File: config.mk
export PLATFORM = sky130hd
export DESIGN_NAME = divider_ctrl
export DESIGN_NICKNAME = d
export VERILOG_FILES = /design/src/rtl/divider_ctrl.sv
export SDC_FILE = /design/constraint.sdc
export NUM_CORES = 1
export LEC_CHECK = 0
export CAP_MARGIN = 10
export CORE_ASPECT_RATIO = 1.1
export CORE_MARGIN = 8
export CORE_UTILIZATION = 52
export DETAILED_ROUTE_END_ITERATION = 16
export PLACE_DENSITY_LB_ADDON = 0.2
export SYNTH_ARGS = -nofsm -noshare
export SYNTH_HDL_FRONTEND = slang
export SYNTH_SLANG_ARGS = --single-unit
export TNS_END_PERCENT = 50
File: constraint.sdc
create_clock -name clk -period 3.55 [get_ports clk]
set_clock_uncertainty 0.1 [all_clocks]
set_input_delay 0.71 -clock clk [delete_from_list [all_inputs] [get_ports clk]]
set_output_delay 0.71 -clock clk [all_outputs]
set_load 0.02 [all_outputs]
File: src/rtl/divider_ctrl.sv
// Programmable clock divider with start/stop control and a ready/valid config port.
// Config written in IDLE takes effect at once; config written in RUN is held in a
// shadow register and swapped in at the next period wrap so periods never tear.
module divider_ctrl #(
  parameter int unsigned WIDTH    = 8,
  parameter int unsigned DEF_DIV  = 10,
  parameter int unsigned DEF_HIGH = 5
) (
  input  logic             clk,
  input  logic             rst,
  input  logic             start,
  input  logic             stop,
  input  logic             cfg_valid,
  output logic             cfg_ready,
  input  logic [WIDTH-1:0] cfg_div,
  input  logic [WIDTH-1:0] cfg_high,
  output logic             clk_out,
  output logic             tick,
  output logic [WIDTH-1:0] cnt,
  output logic             busy,
  output logic             cfg_err
);

  typedef enum logic [1:0] {StIdle, StRun, StDrain} state_e;

  state_e           state_q, state_d;
  logic [WIDTH-1:0] cnt_q, cnt_d;
  logic [WIDTH-1:0] div_q, div_d;
  logic [WIDTH-1:0] high_q, high_d;
  logic [WIDTH-1:0] sh_div_q, sh_div_d;
  logic [WIDTH-1:0] sh_high_q, sh_high_d;
  logic             pending_q, pending_d;
  logic             clk_out_q, clk_out_d;
  logic             cfg_err_q, cfg_err_d;

  logic cfg_fire;
  logic cfg_legal;
  logic at_end;

  assign at_end    = (cnt_q == div_q - WIDTH'(1));
  // N >= 2 and 1 <= H <= N-1
  assign cfg_legal = (cfg_div >= WIDTH'(2)) && (cfg_high != '0) && (cfg_high < cfg_div);
  assign cfg_fire  = cfg_valid && cfg_ready;

  assign cnt     = cnt_q;
  assign clk_out = clk_out_q;
  assign cfg_err = cfg_err_q;
  assign busy    = (state_q != StIdle);
  assign tick    = (state_q != StIdle) && at_end;

  // Ready: always in IDLE, in RUN only while no shadow config is waiting, never in DRAIN.
  always_comb begin
    cfg_ready = 1'b0;
    unique case (state_q)
      StIdle:  cfg_ready = 1'b1;
      StRun:   cfg_ready = !pending_q;
      default: cfg_ready = 1'b0;
    endcase
  end

  // Next-state logic for the FSM, counter, config registers and error pulse.
  always_comb begin
    state_d   = state_q;
    cnt_d     = cnt_q;
    div_d     = div_q;
    high_d    = high_q;
    sh_div_d  = sh_div_q;
    sh_high_d = sh_high_q;
    pending_d = pending_q;
    cfg_err_d = cfg_fire && !cfg_legal;

    unique case (state_q)
      StIdle: begin
        cnt_d = '0;
        if (cfg_fire && cfg_legal) begin
          div_d  = cfg_div;
          high_d = cfg_high;
        end
        // stop wins over start
        if (start && !stop) begin
          state_d = StRun;
        end
      end
      StRun, StDrain: begin
        if (state_q == StRun && cfg_fire && cfg_legal) begin
          sh_div_d  = cfg_div;
          sh_high_d = cfg_high;
          pending_d = 1'b1;
        end
        if (at_end) begin
          cnt_d = '0;
          // pending_q and a fresh accept are mutually exclusive (ready is low while pending)
          if (pending_q) begin
            div_d     = sh_div_q;
            high_d    = sh_high_q;
            pending_d = 1'b0;
          end
        end else begin
          cnt_d = cnt_q + WIDTH'(1);
        end
        if (state_q == StRun) begin
          if (stop) begin
            state_d = at_end ? StIdle : StDrain;
          end
        end else if (at_end) begin
          state_d = StIdle;
        end
      end
      default: begin
        state_d = StIdle;
        cnt_d   = '0;
      end
    endcase

    // A config accepted on the last RUN edge must not be lost when dropping to IDLE.
    if (state_d == StIdle && pending_d) begin
      div_d     = sh_div_d;
      high_d    = sh_high_d;
      pending_d = 1'b0;
    end

    clk_out_d = (state_d != StIdle) && (cnt_d < high_d);
  end

  // State register; reset also discards any shadow config.
  always_ff @(posedge clk or negedge rst) begin
    if (!rst) begin
      state_q   <= StIdle;
      cnt_q     <= '0;
      div_q     <= WIDTH'(DEF_DIV);
      high_q    <= WIDTH'(DEF_HIGH);
      sh_div_q  <= WIDTH'(DEF_DIV);
      sh_high_q <= WIDTH'(DEF_HIGH);
      pending_q <= 1'b0;
      clk_out_q <= 1'b0;
      cfg_err_q <= 1'b0;
    end else begin
      state_q   <= state_d;
      cnt_q     <= cnt_d;
      div_q     <= div_d;
      high_q    <= high_d;
      sh_div_q  <= sh_div_d;
      sh_high_q <= sh_high_d;
      pending_q <= pending_d;
      clk_out_q <= clk_out_d;
      cfg_err_q <= cfg_err_d;
    end
  end

endmodule

==> results.md <==
* Avg WL per Cell at 21.4 µm
* Initial Util at 53.1%
* DRC violations left at 0
* Critical Path Start Type: primary input
* Hold WS at 0.436 ns
* Syn Inst Count at 338
* Pint at 2.24 mW
* Max Slew Vio Count at 0
* Antenna violations before repair at 0
* Vias in the first global route at 3482
* Flop pwr share at 21.6%
* Die Span X at 91.1 µm
* FF+latch count, synth at 45
* Top flip-flop cell by instance count after synthesis: dfrtp_1
* Hold EP: sh_div_q[7]
* Met3 routed WL at 806 µm
* Share of layout cells above drive strength 1 at 45.2%
* H-tree depth at 2
* Worst Path Max Fanout at 15
* Worst path slowest cell: or4_4
* Compound-gate portion of the synthesized area at 22.9%
* Synth Area in Simple Gates at 18.3%
* Starting DRT DRC Count at 261
* Die area at 8990 µm²
* Final setup viols at 2
* Site Rows at 30
* FF-to-FF setup slack at -0.23 ns
* Most frequent cells in the layout: buf_4, dfrtp_1, nand3_1, nand2_1, clkdlybuf4s50_1
* Total wire length at 11600 µm
* Pwr Density at 876 nW/µm²
* Worst skew pair latency at 0.31 ns
* R2r startpoint: div_q[1]
* Max_slew headroom at 28.0%
* RSZ-0062 raised after global routing: yes
* Kind of end point of the critical path: flip-flop
* Async S/R FF share, synth at 100%
* Crit share post-route at 111%
* Gpl congestion at 0.847
* Failing checks: negative setup slack
* Hold Crit Start: sh_div_q[7]
* Share of synthesized area spent on multiplexers at 8.76%
* Slew @ Worst Pin at 1.08 ns
* Vias per cell at 6.26
* Routed wl met2 at 5580 µm
* Met1 WL at 4660 µm
* Critical Path AT at 4.06 ns
* Dpl hpwl at 6680 µm
* Post-Syn Area at 3230 µm²
* Post-route setup slack at -0.376 ns
* GRT Resource Usage Total at 24.2%
* Core area at 6080 µm²
* First-pass GRT wire length at 17800 µm
* Number of distinct library cells after synthesis at 65
* Max-cap violation count at 0
* EDFF count, synth at 0
* CTS tree: done
* Maximum vdd ir drop at 525 µV
* LEAKAGE at 2.10 nW
* Clock power share at 9.6%
* Worst path required time at 3.68 ns
* Syn Area/Cell at 9.55 µm²
* Via total after detailed routing at 3394
* Sw Share at 46.2%
* Area Overhead vs Synth at 47.4%
* Worst path top cell family by delay: compound AO/OA/AOI/OAI gates
* Largest family of logic cells by synthesized area: compound AO/OA/AOI/OAI gates
* Yosys warns at 0
* Logic pwr share at 68.8%
* Final core utilization at 78.3%
* Detailed Routing Iterations Pass 1 at 5
* Chip Height at 98.6 µm
* F_max at 0.255 GHz
* Hold Path Depth at 1
* Largest net degree at the start of global routing at 46
* Worst Path Class, Setup: primary input to flip-flop
* Worst hold path class: flip-flop to flip-flop
* PortBufs at 33
* CP dominant cell by count: buf_4
* Sw power at 1.93 mW
* Overflow after GRT at 0
* Critical path, cell by cell: dlygate4sd2_1, or4_4, o22ai_4, a2111oi_4, buf_4, buf_4, buf_8, a21boi_1, o21ai_0, a21o_1, a31o_1, ha_2, nor3_2, o21ai_1, a2111o_1, a41oi_2
* Cts hold-fix bufs at 0
* Max Buffers Root-to-Sink at 2
* Clock sinks at 45
* Status: finished with violations
* Number of top-level pins at 34
* Post-synthesis sequential area ratio at 35.2%
* N_diodes at 0
* R2R cell count at 16
* XOR/XNOR Fraction of Synth Area at 3.53%
* CTS root buf: clkbuf_8
* Synth Area in Adders at 7.36%
* Number of hold violations in the final report at 0
* CTS Buf Count at 5
* Reg-to-reg endpoint: clk_out
* Syn Nets at 378
* WP buf/inv at 4
* Highest metal used: met4
* Post-layout nets at 501
* Commonest non-fill, non-tap cell in the layout: buf_4
* CP peak stage delay at 0.58 ns
* Number of routed nets with antenna violations at 0
* Crit path time final at 3.93 ns
* Worst-path clk slew at 0.10 ns
==> power by group through the flow <==
| stage | registers [mW] | logic, mW | clock network [mW] |
|---|---|---|---|
| 2_1_floorplan | 0.892 | 1.48 | 0 |
| 3_3_place_gp | 0.883 | 2.24 | 0 |
| 3_5_place_dp | 0.893 | 2.29 | 0 |
| 4_1_cts | 0.883 | 2.66 | 0.399 |
| 5_1_grt | 0.920 | 3.06 | 0.421 |
| 6_report | 0.903 | 2.87 | 0.400 |
==> state kept, by name, indices dropped and copies added, names as in the netlist <==
name / count
cnt: 8
div_q: 8
high_q: 8
sh_div_q: 8
sh_high_q: 8
state_q: 2
cfg_err: 1
clk_out: 1
pending_q: 1
==> synthesized netlist by cell type (2+ instances only) <==
cell type  number  area, µm²
xnor2_1         4       35.0
nor2_1         15       56.3
dfrtp_1        37        926
and3_1          9       56.3
a211oi_1        2       15.0
mux2i_1         8       80.1
clkbuf_1        7       26.3
nand4_1         2       12.5
o21ai_2         8       70.1
dfstp_2         8        210
a21boi_0        8       60.1
a221oi_1        2       17.5
a31o_1          7       61.3
o21ai_1         2       10.0
a31oi_1         8       50.1
o21a_1          3       22.5
ha_1           19        238
nand3_1        24        120
xor2_1          9       78.8
or2_2           3       18.8
or4_1           3       22.5
buf_2           4       20.0
o21ai_0        19       95.1
buf_1           2       7.51
nor2b_1         4       25.0
nor3_1         10       50.1
a31o_2          2       17.5
o21bai_1        2       15.0
mux2_2         17        191
nand2b_1        5       31.3
inv_1          17       63.8
a21o_1          8       60.1
a21oi_1         8       40.0
nand2_1        21       78.8
==> layer usage <==
layer | up-vias | track usage, %
li1 | 1499 | -
met1 | 1628 | 29.1
met2 | 203 | 40.1
met3 | 64 | 4.49
met4 | 0 | 12.4
met5 | - | 0
==> worst register-to-register path, delay by kind of cell (launching register included) <==
family | cells | cell delay, ns
AND/OR/NAND/NOR | 2 | 0.27
XOR/XNOR | 1 | 0.13
adder cells (fa/ha/maj) | 2 | 0.46
buffers and inverters | 3 | 0.42
flip-flops | 1 | 0.53
AO/OA/AOI/OAI | 8 | 1.82
==> cell families (layout without fill, tap and decap cells) <==
group / after synthesis / in the layout
DFF: 45 / 45
AOI/OAI and AO/OA: 95 / 95
adders and majority gates: 19 / 19
buffers and inverters: 31 / 154
muxes: 26 / 26
xor gates and xnor gates: 13 / 13
and+or+nand+nor: 109 / 110
==> stage by stage <==
| step | TNS, ns | worst slack [ns] | cells | power [mW] | cell area, µm² |
|---|---|---|---|---|---|
| 5_1_grt | -0.789 | -0.473 | 542 | 4.40 | 4760 |
| 3_3_place_gp | -0.861 | -0.852 | 501 | 3.12 | 4090 |
| 2_1_floorplan | -0.365 | -0.365 | 338 | 2.37 | 3240 |
| 4_1_cts | -0.228 | -0.228 | 539 | 3.94 | 4680 |
| 6_report | -0.537 | -0.376 | 542 | 4.17 | 4760 |
| 3_5_place_dp | -0.965 | -0.924 | 501 | 3.18 | 4090 |
==> area by class of cell <==
class                   instances  area (µm²)
multi-input cells             263        2300
fillers                       395        1320
flip-flops and latches         45        1140
repair buffers                129        1050
well taps                      80         100
clock buffers                   6        72.6
inverters                      17        63.8
clock inverters                 2        35.0
==> timing repair <==
action	CTS	global route
gates resized for setup	123	17
setup endpoints to repair	2	3
pin swaps	36	17
buffers inserted	29	3
cloned	1	0
==> how the worst max path moves through the flow <==
stage,start,to,depth (start not counted)
after global routing,cfg_high[2],clk_out,17
after detailed placement,cfg_div[2],clk_out,16
after global placement,cfg_div[7],clk_out,15
after floorplan,cfg_div[7],clk_out,15
final,cfg_high[1],clk_out,16
after CTS,cfg_high[5],clk_out,17
Power figures use the tool's default switching activity.
